$ cat config.mk
export PLATFORM = sky130hd
export DESIGN_NAME = alu_writeback_stage_flat
export DESIGN_NICKNAME = d
export VERILOG_FILES = /design/src/rtl/alu_writeback_stage_pkg.sv /design/src/rtl/alu_writeback_stage_if.sv /design/src/rtl/alu_wb_skid_buf.sv /design/src/rtl/alu_writeback_stage.sv /design/src/flat_wrapper.sv
export SDC_FILE = /design/constraint.sdc
export NUM_CORES = 1
export LEC_CHECK = 0
export ABC_AREA = 1
export BUFFER_PORTS_ARGS = -buffer_cell sky130_fd_sc_hd__buf_2
export CORE_MARGIN = 10
export CORE_UTILIZATION = 55
export CTS_BUF_LIST = sky130_fd_sc_hd__clkbuf_2 sky130_fd_sc_hd__clkbuf_4 sky130_fd_sc_hd__clkbuf_8
export DETAILED_ROUTE_END_ITERATION = 16
export PLACE_DENSITY = 0.83
export SLEW_MARGIN = 20
export SYNTH_ARGS = -nofsm -noshare
export SYNTH_HDL_FRONTEND = slang
export SYNTH_SLANG_ARGS = --single-unit
export TNS_END_PERCENT = 1
$ cat constraint.sdc
create_clock -name clk -period 1.5 [get_ports clk]
set_input_delay 0.225 -clock clk [delete_from_list [all_inputs] [get_ports clk]]
set_output_delay 0.225 -clock clk [all_outputs]
set_load 0.02 [all_outputs]
$ cat src/rtl/alu_writeback_stage_pkg.sv
// Shared types for the ALU writeback stage: flag bit positions, the stored
// writeback record and the skid-buffer occupancy encoding.
package alu_writeback_stage_pkg;

    localparam int SIZE_DATA           = 32;
    localparam int SIZE_PHYSICAL_LOG   = 7;
    localparam int SIZE_ACTIVELIST_LOG = 5;
    localparam int EXECUTION_FLAGS     = 6;

    localparam int FLAG_EXEC = 2;
    localparam int FLAG_EXCP = 1;
    localparam int FLAG_MISP = 0;

    typedef enum logic [1:0] {
        OCC_EMPTY = 2'd0,
        OCC_ONE   = 2'd1,
        OCC_FULL  = 2'd2
    } occ_state_e;

    // Field order here is the bit order of the flattened entry in the stage.
    typedef struct packed {
        logic [SIZE_DATA-1:0]           result;
        logic [EXECUTION_FLAGS-1:0]     flags;
        logic                           has_dest;
        logic [SIZE_PHYSICAL_LOG-1:0]   phy_dest;
        logic [SIZE_ACTIVELIST_LOG-1:0] al_id;
    } wb_entry_t;

endpackage

$ cat src/rtl/alu_writeback_stage_if.sv
// Bundle of the ALU-side input, the writeback/completion outputs and the bypass
// outputs of the writeback stage; slave is the stage's view, master the environment's.
interface alu_writeback_stage_if
    import alu_writeback_stage_pkg::*;
#(
    parameter int DATA_W = SIZE_DATA,
    parameter int PHY_W  = SIZE_PHYSICAL_LOG,
    parameter int AL_W   = SIZE_ACTIVELIST_LOG,
    parameter int FLG_W  = EXECUTION_FLAGS
) ();

    logic              valid_i;
    logic [DATA_W-1:0] result_i;
    logic [FLG_W-1:0]  flags_i;
    logic              has_dest_i;
    logic [PHY_W-1:0]  phy_dest_i;
    logic [AL_W-1:0]   al_id_i;
    logic              ready_o;
    logic              flush_i;

    logic              wb_ready_i;
    logic              wb_valid_o;
    logic              wb_we_o;
    logic [PHY_W-1:0]  wb_tag_o;
    logic [DATA_W-1:0] wb_data_o;
    logic              ctrl_valid_o;
    logic [AL_W-1:0]   ctrl_al_id_o;
    logic [FLG_W-1:0]  ctrl_flags_o;

    logic              byp_valid_o;
    logic [PHY_W-1:0]  byp_tag_o;
    logic [DATA_W-1:0] byp_data_o;

    modport slave (
        input  valid_i, result_i, flags_i, has_dest_i, phy_dest_i, al_id_i,
        input  flush_i, wb_ready_i,
        output ready_o,
        output wb_valid_o, wb_we_o, wb_tag_o, wb_data_o,
        output ctrl_valid_o, ctrl_al_id_o, ctrl_flags_o,
        output byp_valid_o, byp_tag_o, byp_data_o
    );

    modport master (
        output valid_i, result_i, flags_i, has_dest_i, phy_dest_i, al_id_i,
        output flush_i, wb_ready_i,
        input  ready_o,
        input  wb_valid_o, wb_we_o, wb_tag_o, wb_data_o,
        input  ctrl_valid_o, ctrl_al_id_o, ctrl_flags_o,
        input  byp_valid_o, byp_tag_o, byp_data_o
    );

endinterface

$ cat src/rtl/alu_wb_skid_buf.sv
// Two-entry in-order skid buffer (head + skid register), 1-cycle latency, registered
// in_rdy_o that drops the cycle after the buffer fills; flush empties it at once.
module alu_wb_skid_buf
    import alu_writeback_stage_pkg::*;
#(
    parameter int ENTRY_W = 8
) (
    input  logic               clk,
    input  logic               reset,
    input  logic               flush_i,
    input  logic               in_vld_i,
    input  logic [ENTRY_W-1:0] in_dat_i,
    output logic               in_rdy_o,
    input  logic               out_rdy_i,
    output logic               out_vld_o,
    output logic [ENTRY_W-1:0] out_dat_o
);

    occ_state_e         state_q, state_d;
    logic               rdy_q;
    logic [ENTRY_W-1:0] head_q, head_d;
    logic [ENTRY_W-1:0] skid_q, skid_d;
    logic               accept;
    logic               drain;

    assign out_vld_o = (state_q != OCC_EMPTY);
    assign out_dat_o = head_q;
    assign in_rdy_o  = rdy_q;

    assign accept = in_vld_i & rdy_q & ~flush_i;
    assign drain  = out_vld_o & out_rdy_i;

    always_comb begin
        state_d = state_q;
        head_d  = head_q;
        skid_d  = skid_q;
        // A drain coinciding with flush is consumed downstream; nothing to keep.
        if (flush_i) begin
            state_d = OCC_EMPTY;
        end else begin
            case (state_q)
                OCC_EMPTY: begin
                    if (accept) begin
                        head_d  = in_dat_i;
                        state_d = OCC_ONE;
                    end
                end
                OCC_ONE: begin
                    if (accept && drain) begin
                        head_d = in_dat_i;
                    end else if (accept) begin
                        skid_d  = in_dat_i;
                        state_d = OCC_FULL;
                    end else if (drain) begin
                        state_d = OCC_EMPTY;
                    end
                end
                OCC_FULL: begin
                    if (drain) begin
                        head_d  = skid_q;
                        state_d = OCC_ONE;
                    end
                end
                default: begin
                    state_d = OCC_EMPTY;
                end
            endcase
        end
    end

    always_ff @(posedge clk) begin
        if (reset) begin
            state_q <= OCC_EMPTY;
            rdy_q   <= 1'b1;
            head_q  <= '0;
            skid_q  <= '0;
        end else begin
            state_q <= state_d;
            rdy_q   <= (state_d != OCC_FULL);
            head_q  <= head_d;
            skid_q  <= skid_d;
        end
    end

endmodule

$ cat src/rtl/alu_writeback_stage.sv
// ALU writeback stage: 1-cycle latency to PRF write / active-list completion, skid-buffered
// with registered ready_o. Define ALU_WB_BYPASS_EN for a same-cycle combinational bypass.
module alu_writeback_stage
    import alu_writeback_stage_pkg::*;
#(
    parameter int DATA_W = SIZE_DATA,
    parameter int PHY_W  = SIZE_PHYSICAL_LOG,
    parameter int AL_W   = SIZE_ACTIVELIST_LOG,
    parameter int FLG_W  = EXECUTION_FLAGS
) (
    input  logic                 clk,
    input  logic                 reset,
    alu_writeback_stage_if.slave bus
);

    localparam int              ENTRY_W   = DATA_W + FLG_W + 1 + PHY_W + AL_W;
    localparam logic [FLG_W-1:0] EXEC_MASK = FLG_W'(1) << FLAG_EXEC;

    logic [ENTRY_W-1:0] in_dat;
    logic [ENTRY_W-1:0] head_dat;
    logic               head_vld;
    logic               in_rdy;

    logic [DATA_W-1:0]  head_result;
    logic [FLG_W-1:0]   head_flags;
    logic               head_has_dest;
    logic [PHY_W-1:0]   head_tag;
    logic [AL_W-1:0]    head_al_id;

    // Anything leaving this stage has executed, whatever the ALU reported.
    assign in_dat = {bus.result_i, bus.flags_i | EXEC_MASK, bus.has_dest_i,
                     bus.phy_dest_i, bus.al_id_i};

    alu_wb_skid_buf #(
        .ENTRY_W (ENTRY_W)
    ) u_skid (
        .clk       (clk),
        .reset     (reset),
        .flush_i   (bus.flush_i),
        .in_vld_i  (bus.valid_i),
        .in_dat_i  (in_dat),
        .in_rdy_o  (in_rdy),
        .out_rdy_i (bus.wb_ready_i),
        .out_vld_o (head_vld),
        .out_dat_o (head_dat)
    );

    assign {head_result, head_flags, head_has_dest, head_tag, head_al_id} = head_dat;

    assign bus.ready_o      = in_rdy;
    assign bus.wb_valid_o   = head_vld;
    assign bus.wb_we_o      = head_vld & head_has_dest;
    assign bus.wb_tag_o     = head_tag;
    assign bus.wb_data_o    = head_result;
    assign bus.ctrl_valid_o = head_vld;
    assign bus.ctrl_al_id_o = head_al_id;
    assign bus.ctrl_flags_o = head_flags;

`ifdef ALU_WB_BYPASS_EN
    // Forward the instruction being accepted this cycle for wakeup/operand bypass.
    assign bus.byp_valid_o = bus.valid_i & bus.has_dest_i & in_rdy & ~bus.flush_i;
    assign bus.byp_tag_o   = bus.phy_dest_i;
    assign bus.byp_data_o  = bus.result_i;
`else
    assign bus.byp_valid_o = head_vld & head_has_dest;
    assign bus.byp_tag_o   = head_tag;
    assign bus.byp_data_o  = head_result;
`endif

endmodule

$ cat src/flat_wrapper.sv
// flat-port wrapper written by rule: the top's interface ports become plain ports
module alu_writeback_stage_flat import alu_writeback_stage_pkg::*;
#(
    parameter int DATA_W = SIZE_DATA,
    parameter int PHY_W  = SIZE_PHYSICAL_LOG,
    parameter int AL_W   = SIZE_ACTIVELIST_LOG,
    parameter int FLG_W  = EXECUTION_FLAGS
)
  (clk, reset, bus_valid_i, bus_result_i, bus_flags_i, bus_has_dest_i, bus_phy_dest_i, bus_al_id_i, bus_flush_i, bus_wb_ready_i, bus_ready_o, bus_wb_valid_o, bus_wb_we_o, bus_wb_tag_o, bus_wb_data_o, bus_ctrl_valid_o, bus_ctrl_al_id_o, bus_ctrl_flags_o, bus_byp_valid_o, bus_byp_tag_o, bus_byp_data_o);
  alu_writeback_stage_if #(.DATA_W(DATA_W), .PHY_W(PHY_W), .AL_W(AL_W), .FLG_W(FLG_W)) bus_i ();
  input  logic clk;
  input  logic reset;
  input wire logic [$bits(bus_i.valid_i)-1:0] bus_valid_i;
  input wire logic [$bits(bus_i.result_i)-1:0] bus_result_i;
  input wire logic [$bits(bus_i.flags_i)-1:0] bus_flags_i;
  input wire logic [$bits(bus_i.has_dest_i)-1:0] bus_has_dest_i;
  input wire logic [$bits(bus_i.phy_dest_i)-1:0] bus_phy_dest_i;
  input wire logic [$bits(bus_i.al_id_i)-1:0] bus_al_id_i;
  input wire logic [$bits(bus_i.flush_i)-1:0] bus_flush_i;
  input wire logic [$bits(bus_i.wb_ready_i)-1:0] bus_wb_ready_i;
  output wire logic [$bits(bus_i.ready_o)-1:0] bus_ready_o;
  output wire logic [$bits(bus_i.wb_valid_o)-1:0] bus_wb_valid_o;
  output wire logic [$bits(bus_i.wb_we_o)-1:0] bus_wb_we_o;
  output wire logic [$bits(bus_i.wb_tag_o)-1:0] bus_wb_tag_o;
  output wire logic [$bits(bus_i.wb_data_o)-1:0] bus_wb_data_o;
  output wire logic [$bits(bus_i.ctrl_valid_o)-1:0] bus_ctrl_valid_o;
  output wire logic [$bits(bus_i.ctrl_al_id_o)-1:0] bus_ctrl_al_id_o;
  output wire logic [$bits(bus_i.ctrl_flags_o)-1:0] bus_ctrl_flags_o;
  output wire logic [$bits(bus_i.byp_valid_o)-1:0] bus_byp_valid_o;
  output wire logic [$bits(bus_i.byp_tag_o)-1:0] bus_byp_tag_o;
  output wire logic [$bits(bus_i.byp_data_o)-1:0] bus_byp_data_o;
  assign bus_i.valid_i = bus_valid_i;
  assign bus_i.result_i = bus_result_i;
  assign bus_i.flags_i = bus_flags_i;
  assign bus_i.has_dest_i = bus_has_dest_i;
  assign bus_i.phy_dest_i = bus_phy_dest_i;
  assign bus_i.al_id_i = bus_al_id_i;
  assign bus_i.flush_i = bus_flush_i;
  assign bus_i.wb_ready_i = bus_wb_ready_i;
  assign bus_ready_o = bus_i.ready_o;
  assign bus_wb_valid_o = bus_i.wb_valid_o;
  assign bus_wb_we_o = bus_i.wb_we_o;
  assign bus_wb_tag_o = bus_i.wb_tag_o;
  assign bus_wb_data_o = bus_i.wb_data_o;
  assign bus_ctrl_valid_o = bus_i.ctrl_valid_o;
  assign bus_ctrl_al_id_o = bus_i.ctrl_al_id_o;
  assign bus_ctrl_flags_o = bus_i.ctrl_flags_o;
  assign bus_byp_valid_o = bus_i.byp_valid_o;
  assign bus_byp_tag_o = bus_i.byp_tag_o;
  assign bus_byp_data_o = bus_i.byp_data_o;
  alu_writeback_stage #(.DATA_W(DATA_W), .PHY_W(PHY_W), .AL_W(AL_W), .FLG_W(FLG_W)) u_core (.clk(clk), .reset(reset), .bus(bus_i));
endmodule
---- Word-level counts from Yosys, hierarchy flattened ----
Cells that the tools add are included.
word-level totals
  input bits .............................. 56
  logic and storage cells ................. 33
  output and inout port bits .............. 94
  register bits after elaboration ......... 105
cells by class
  equal/unequal tests ..................... 6
  reduce and logical (&&, ||, !) cells .... 6
  bitwise operators ....................... 6
  muxes and demuxes ....................... 11
operators with widths
  operator              number
  $mux W51              3
  $pmux W51 S3          1
  $mux W2               6
  $ne A2 B2 Y1 const B  4
  $pmux W2 S3           1
  $reduce_and A5 Y1     1
  $and A1 B1 Y1         4
  $reduce_and A4 Y1     1
  $reduce_bool A3 Y1    1
  $eq A2 B1 Y1 const B  1
  $eq A2 B2 Y1 const B  1
  $logic_not A2 Y1      1
  $not A1 Y1            2
  $reduce_bool A2 Y1    1
  $logic_and A1 B1 Y1   1

---- Logic depth before layout (Yosys ltp) ----
Gate-level depths: netlist of run 1.
  depth after elaboration ................. 8
  mapped depth ............................ 9
  depth with buffers taken out ............ 8

---- Hierarchy ----
From an unflattened synthesis of run 1, not the netlist that was laid out.
second synthesis, totals
  cell total of the unflattened synthesis .. 827
  area, all modules ....................... 5111.2 um^2
by module, submodules not included
  module               seq. area each (um^2)  area an instance (um^2)  cells each  times used
  alu_wb_skid_buf      2102.0                 4792.1                   783         1
  alu_writeback_stage  0.0                    319.1                    44          1

---- Worst setup path after synthesis of run 1 ----
OpenSTA, ideal clock, no wires.
  kind .................................... register to register
  start ................................... register u_core.u_skid.rdy_q, in the netlist u_core.u_skid.in_rdy_o
  end ..................................... register u_core.u_skid.head_q[19], in the netlist u_core.u_skid.out_dat_o[19]
  cell stages (with the launch flop) ...... 7
  setup slack ............................. 0.073 ns
  buffers on the path ..................... 1
  arrival time ............................ 1.314 ns
  library setup time ...................... 0.113 ns
  data required time ...................... 1.387 ns
  period minus slack after synthesis ...... 1.427 ns
  cells stage by stage .................... dfxtp_1 > nand4_2 > nand2_1 > clkbuf_1 > nand3_1 > nand2_1 > nor2_1
on the way
  cells in the longest elaborated chain, start to end .. 5
  elaborated cells between the ends (all ways) .. 6
  classes of those cells .................. 2 x eq/ne; 2 x bitwise; 2 x reduce/logical
RTL lines
  element                                 RTL line               RTL
  from (decl)                             alu_wb_skid_buf.sv:20  logic rdy_q;
  from (signal assigned)                  alu_wb_skid_buf.sv:79  rdy_q <= (state_d != OCC_FULL);
  $and A1 B1 Y1 (*) (2 in series)         alu_wb_skid_buf.sv:30  assign accept = in_vld_i & rdy_q & ~flush_i;
  $logic_and A1 B1 Y1                     alu_wb_skid_buf.sv:49  if (accept && drain) begin
  $ne A2 B2 Y1 (no source line)           --
  $reduce_and A5 Y1 (no source line) (*)  --
  to (signal assigned)                    alu_wb_skid_buf.sv:75  head_q <= '0;
  to (signal assigned)                    alu_wb_skid_buf.sv:80  head_q <= head_d;
  to (decl)                               alu_wb_skid_buf.sv:21  logic [ENTRY_W-1:0] head_q, head_d;
Every way passes the cells marked *; elsewhere a longest branch is shown, timed or not.
A chain may end at the register's enable or synchronous reset.

---- Final worst setup path of run 1 ----
  start ................................... register u_core.u_skid.state_q[1]
  end ..................................... output port bus_ctrl_valid_o
on the way
  cells in the longest elaborated chain, start to end .. 1
RTL lines
  element                 RTL line               RTL
  from (decl)             alu_wb_skid_buf.sv:19  occ_state_e state_q, state_d;
  from (signal assigned)  alu_wb_skid_buf.sv:78  state_q <= state_d;
  $reduce_bool A2 Y1      alu_wb_skid_buf.sv:26  assign out_vld_o = (state_q != OCC_EMPTY);
  to (decl)               flat_wrapper.sv:26     output wire logic [$bits(bus_i.ctrl_valid_o)-1:0] bus_ctrl_valid_o;
No other way between the ends.

==> results.py, run 1 <==
metrics = {
    "detailed_routing": {
        "first_pass_iters": 5,
        "routed-via-count": 5121,
        "routed_via_density": 5.02,
        "drt_iter0_markers": 475,
        "antenna_left": 0,
        "wl_per_cell_um": 13.9,
        "drt_wl_total_mm": 14.2,
        "drc_errors": 0,
    },
    "job": {
        "maxCapViolCount": 0,
    },
    "grt": {
        "grt_max_degree": 53,
        "grt_usage": 0.186,
        "antenna_found_initial": 0,
        "grt_pass1_wl_mm": 23.0,
        "grt_overflow_total": 0,
        "grt_pass1_vias": 4616,
    },
    "setup_path": {
        "critical_path_required_ps": 1270,
        "crit_end": "bus_ctrl_valid_o",
        "critPathLaunch": "u_core.u_skid.state_q[1]$_SDFF_PP0_",
        "crit_chain": "nor2_1 -> buf_4 -> inv_1 -> buf_2",
        "timing.rr.start": "u_core.u_skid.state_q[0]$_SDFF_PP0_",
        "critPathLaunchType": "flop",
        "ff2ff_path_depth": 8,
        "regToRegSetupSlack_ps": 90,
        "slowest_delay_ps": 380,
        "path_class": "reg -> out",
        "cp-end-kind": "output pin",
        "slowest_stage": "dfxtp_4",
        "worstReg2RegEnd": "u_core.u_skid.in_rdy_o$_SDFF_PP1_",
        "cp_max_fo": 7,
        "cp.arrival_ps": 1230,
    },
    "floorplan": {
        "rows": 36,
        "coreArea_mm2": 0.00982,
        "start_util": 0.569,
        "ios": 150,
        "die_h_um": 121,
        "die_x_um": 121,
        "die-area_mm2": 0.0146,
    },
    "sta": {
        "min_period_ps": 1460,
        "hold_viol": 0,
        "tns_ps": 0,
        "min_period_over_period": 0.970,
        "slew_headroom": 0.774,
        "max_freq_mhz": 687,
        "finClkSkew_ps": 11.7,
        "worst_pin_slew_ps": 339,
        "holdWs_ps": 141,
        "setup_viol": 0,
        "maxSlewViolCount": 0,
        "rsz0062_at_grt": "yes",
    },
    "finish": {
        "layout-drive-gt1-share": 0.230,
        "antennaDiodeCount": 0,
        "fin_nets": 938,
        "areaGrowthSynthToFinish_pct": 9.32,
        "final_area_mm2": 0.00611,
        "final_util": 0.622,
    },
    "clocking": {
        "cts_made_buffers": 9,
        "clk_latency_ps": 360,
        "clock_path_buffers": 2,
        "cts.sinks": 105,
        "clkTransAtPathRegs_ps": 100,
        "cts_tree": "done",
        "h-tree-depth": 3,
        "cts_root_buffer": "clkbuf_8",
    },
    "synth": {
        "synth-edff-count": 0,
        "yosysTopAreaCell": "dfxtp_1",
        "synth_ff_type": "dfxtp_1",
        "syn_area_mm2": 0.00559,
        "synth_area_leaders": "dfxtp_1 (38%), nand2_1 (14%), nand3_1 (14%)",
        "synth.most_common_cell": "nand2_1",
        "synth.distinct_cells": 17,
        "yosysWarnings": 0,
        "async_flop_share": 0,
        "yosysSeqAreaShare": 0.376,
        "syn_nets": 902,
        "ys_seq_elements": 105,
        "yosysTopAreaCellShare": 0.376,
        "syn_avg_cell_area_um2": 6.60,
        "syn_inst": 846,
        "netlist_top_cells_count": "nand2_1 (210), nand3_1 (156), dfxtp_1 (105), nor2_1 (105), buf_4 (92)",
    },
    "place": {
        "placed_cell_area_mm2": 0.00580,
        "gp_congestion": 0.825,
        "dpl.hpwl_mm": 9.34,
        "port_buffers": 148,
    },
    "power_and_ir_drop": {
        "power_density_mw_per_mm2": 933,
        "ir_drop_v": 0.000586,
        "p_leak_uw": 0.00311,
    },
    "run_status": {
        "outcome": "finished, final reports clean",
    },
    "min_path": {
        "hold_path_class": "in -> reg",
    },
}
==> where the power goes <==
group | leakage, µW | switching, µW | internal [µW]
registers | 0.000857 | 69.1 | 2900
clock network | 0.0000933 | 948 | 678
logic | 0.00216 | 699 | 398
==> layout by cell type, fill, tap and decap left out, types with 5 or more instances in the layout <==
| master | instances |
|---|---|
| nand3_1 | 156 |
| inv_2 | 5 |
| clkbuf_8 | 10 |
| dfxtp_1 | 104 |
| nand2_1 | 207 |
| buf_4 | 12 |
| a21oi_1 | 53 |
| nor2_1 | 104 |
| buf_2 | 146 |
| inv_1 | 58 |
| buf_12 | 10 |
==> worst min-delay path by stage <==
stage,from,end,slack [ps],cells past startpoint
2_1_floorplan,bus_al_id_i[0],u_core.u_skid.skid_q[0]$_SDFFE_PP0P_,390,2
3_3_place_gp,u_core.u_skid.skid_q[15]$_SDFFE_PP0P_,u_core.u_skid.skid_q[15]$_SDFFE_PP0P_,440,2
3_5_place_dp,u_core.u_skid.skid_q[43]$_SDFFE_PP0P_,u_core.u_skid.skid_q[43]$_SDFFE_PP0P_,450,2
4_1_cts,bus_result_i[30],u_core.u_skid.skid_q[49]$_SDFFE_PP0P_,120,3
5_1_grt,bus_flags_i[1],u_core.u_skid.skid_q[14]$_SDFFE_PP0P_,120,3
6_report,bus_result_i[30],u_core.u_skid.skid_q[49]$_SDFFE_PP0P_,140,3
==> registers in the layout, summed over array words and instances, names as in the netlist <==
signal	count
u_core.u_skid.skid_q	51
u_core.u_skid.state_q	2
u_core.u_skid.out_dat_o	51
u_core.u_skid.in_rdy_o	1
==> through the flow <==
stage | total power (µW) | setup WS [ps] | std cells
after floorplan | 3950 | 72.9 | 846
after global placement | 4080 | 135 | 999
after detailed placement | 4100 | 77.0 | 999
after CTS | 5720 | -9.00 | 1015
after global routing | 6000 | -34.9 | 1020
final | 5700 | 44.7 | 1020
==> cell type report <==
cell class	instances	area, µm²
fill	962	3710
multi-input combinational	530	2300
sequential	105	2110
timing repair buffer	173	1120
inverter	63	236
tap	133	166
clock buffer	11	145
clock inverter	5	38.8
==> logic make-up (layout without fill, tap and decap cells) <==
family,after synthesis,count (layout),share of synthesized area
AOI/OAI and AO/OA,53,53,0.0475
DFF,105,105,0.376
buffers and inverters,211,252,0.215
and+or+nand+nor,477,477,0.361
==> metal layers <==
metal | vias up | GRT usage | wire (µm)
met5 | - | 0 | 0
met4 | 0 | 0.0460 | 168
met3 | 17 | 0.0540 | 1090
met2 | 179 | 0.305 | 6730
met1 | 2299 | 0.235 | 6230
li1 | 2626 | - | -
==> worst max-delay path, delay by kind of cell (launching register included) <==
| family | cells | cell delay, ps |
|---|---|---|
| AND/OR/NAND/NOR | 1 | 160 |
| flip-flops | 1 | 380 |
| buffers and inverters | 3 | 340 |
==> repair_timing <==
action | CTS | global route
pin swaps | 0 | 2
hold buffers | 0 | 0
setup endpoints to repair | 2 | 12
setup buffers | 0 | 2
resized for setup | 1 | 5
cloned | 0 | 3
(Power assumes the default switching activity.)
==> inputs of run 2 (changes only) <==
Settings changed: CORE_UTILIZATION 55 to 54, SYNTH_HIERARCHICAL set to 1.
==> run 2 against run 1 <==
  * Sequential share of layout area up 1.2 points
  * Die area down 5.7%
  * Largest power group unchanged
  * Final cell count up 2.5%
  * First-iteration DRC count down 33%
  * Critical path type unchanged
  * Hold slack worse by 91 ps
  * Count of clock-buffer cells in the layout down 1
  * Largest cell class is now registers
  * Synthesized cell count down 2.2%
  * Global-route usage down 2.9 points
==> results.py, run 2 <==
metrics = {
    "place": {
        "gp_congestion": 0.753,
        "port_buffers": 148,
        "post-place-ws_ps": 146,
        "dp_cells": 1028,
        "dpl.hpwl_mm": 7.48,
    },
    "finish": {
        "final_cells": 1046,
        "fillers": 898,
        "final_util": 0.638,
        "layout_commonest_cell": "nand2_1",
        "mostFrequentLayoutCells": "nand2_1 (259), nor2_1 (206), buf_2 (146)",
        "areaGrowthSynthToFinish_pct": 15.4,
        "layout-drive-gt1-share": 0.201,
        "fin_nets": 968,
    },
    "power_and_ir_drop": {
        "ir_drop_v": 0.000571,
        "power_density_mw_per_mm2": 945,
        "p_leak_uw": 0.00357,
    },
    "floorplan": {
        "die_h_um": 117,
        "ios": 150,
        "start_util": 0.553,
        "coreArea_mm2": 0.00924,
        "die_x_um": 117,
        "die-area_mm2": 0.0138,
        "rows": 35,
    },
    "setup_path": {
        "critical_path_required_ps": 1270,
        "cp.arrival_ps": 1190,
        "crit_family": "buffers and inverters",
        "slowest_stage": "dfxtp_2",
        "crit_chain": "inv_2 -> nand2_2 -> buf_4 -> nand2_2 -> inv_2 -> buf_4",
        "critPathBufInv": 4,
        "cp-end-kind": "output pin",
        "path_class": "reg -> out",
        "critPathLaunchType": "flop",
        "cp_max_fo": 4,
        "slowest_delay_ps": 350,
    },
    "detailed_routing": {
        "routed-via-count": 4501,
        "routed_via_density": 4.30,
        "first_pass_iters": 4,
        "drc_errors": 0,
        "drt_iter0_markers": 317,
        "drt_wl_total_mm": 10.9,
        "wl_per_cell_um": 10.5,
        "antenna_left": 0,
    },
    "grt": {
        "grt_pass1_wl_mm": 18.0,
        "grt_pass1_vias": 4010,
        "grt_overflow_total": 0,
        "grt_usage": 0.157,
        "antenna_found_initial": 1,
        "grt_max_degree": 103,
    },
    "sta": {
        "setup_ws_ps": 82.4,
        "finClkSkew_ps": 12.4,
        "min_period_ps": 1420,
        "maxSlewViolCount": 0,
        "setup_viol": 0,
        "min_period_over_period": 0.945,
        "hold_viol": 0,
        "max_freq_mhz": 705,
        "rsz0062_at_grt": "no",
    },
    "synth": {
        "synth-edff-count": 0,
        "syn_inst": 827,
        "yosysTopAreaCell": "dfxtp_1",
        "syn_area_mm2": 0.00511,
        "syn_avg_cell_area_um2": 6.18,
        "synth_area_leaders": "dfxtp_1 (41%), nand2_1 (19%), nor2_1 (15%)",
        "synth_ff_type": "dfxtp_1",
        "ys_seq_elements": 105,
        "yosysTopAreaCellShare": 0.411,
        "netlist_top_cells_count": "nand2_1 (262), nor2_1 (206), inv_1 (109), dfxtp_1 (105), o21ai_0 (49)",
        "synth.most_common_cell": "nand2_1",
        "synth.distinct_cells": 16,
        "async_flop_share": 0,
        "yosysSeqAreaShare": 0.411,
        "yosysWarnings": 6,
    },
    "run_status": {
        "outcome": "finished, final reports clean",
    },
    "min_path": {
        "hold_path_class": "in -> reg",
    },
    "clocking": {
        "cts_tree": "done",
        "clock_path_buffers": 2,
        "cts_root_buffer": "clkbuf_8",
        "h-tree-depth": 3,
        "cts_made_buffers": 9,
        "postCtsHoldBufs": 0,
        "clkTransAtPathRegs_ps": 90,
        "cts.sinks": 105,
        "clk_latency_ps": 350,
    },
    "job": {
        "maxCapViolCount": 0,
    },
}
==> run 2: changes by cell type after synthesis, sizes merged, moves of 9 or more <==
cell    delta
o21ai     +51
buf       -54
nand3    -152
inv       +48
a21oi     -50
nor2      +97
nand2     +52
clkbuf     -9
==> run 2: per-layer routing <==
layer	share of wire	GRT usage
met1	0.46	0.185
met5	0	0
met3	0.070	0.0464
met4	0.0074	0.0420
met2	0.46	0.273
==> run 2: final cells by class <==
| cell class | count | area, µm² | area share |
|---|---|---|---|
| diodes | 1 | 2.50 | 0.000424 |
| flip-flops and latches | 105 | 2100 | 0.357 |
| multi-input cells | 528 | 2090 | 0.354 |
| clock inverters | 5 | 80.1 | 0.0136 |
| repair buffers | 158 | 912 | 0.155 |
| inverters | 110 | 414 | 0.0702 |
| clock buffers | 10 | 138 | 0.0233 |
| well taps | 129 | 161 | 0.0274 |
==> run 2: timing repair <==
action / CTS / global route
gates resized for setup: 1 / 8
endpoints found under the hold margin: 0 / 0
buffers inserted: 0 / 2
setup endpoints to repair: 2 / 2
gates cloned: 0 / 0
==> run 2: report_power, final <==
group          internal, µW  leakage [µW]  switching [µW]
Combinational           267       0.00261             479
Clock                   975      0.000104             934
Sequential             2870      0.000854            45.9
==> run 2: worst paths after layout <==
check	from	to	slack (ps)	cells after the start
worst min register to register	u_core/u_skid/out_dat_o[2]$_SDFFE_PP0P_	u_core/u_skid/out_dat_o[2]$_SDFFE_PP0P_	510	4
worst max-delay path	u_core/u_skid/state_q[1]$_SDFF_PP0_	bus_byp_valid_o	80	6
worst min-delay path	reset	u_core/u_skid/state_q[0]$_SDFF_PP0_	50	2
worst max register to register	u_core/u_skid/state_q[0]$_SDFF_PP0_	u_core/u_skid/out_dat_o[50]$_SDFFE_PP0P_	210	8
==> run 2: per-stage QoR <==
stage | hold slack, ps | instance area, µm² | total power [µW] | setup TNS [ps]
6_report | 50.6 | 5900 | 5570 | 0
5_1_grt | 42.7 | 5900 | 5860 | 0
4_1_cts | 32.5 | 5870 | 5660 | -19.6
3_5_place_dp | 420 | 5650 | 3740 | 0
3_3_place_gp | 416 | 5650 | 3720 | 0
2_1_floorplan | 294 | 5110 | 3530 | 0
==> run 2: logic make-up after synthesis <==
| kind of cell | share of synthesized area |
|---|---|
| buffers and inverters | 0.187 |
| and+or+nand+nor | 0.349 |
| other | 0.000734 |
| DFF | 0.411 |
| AOI/OAI and AO/OA | 0.0529 |
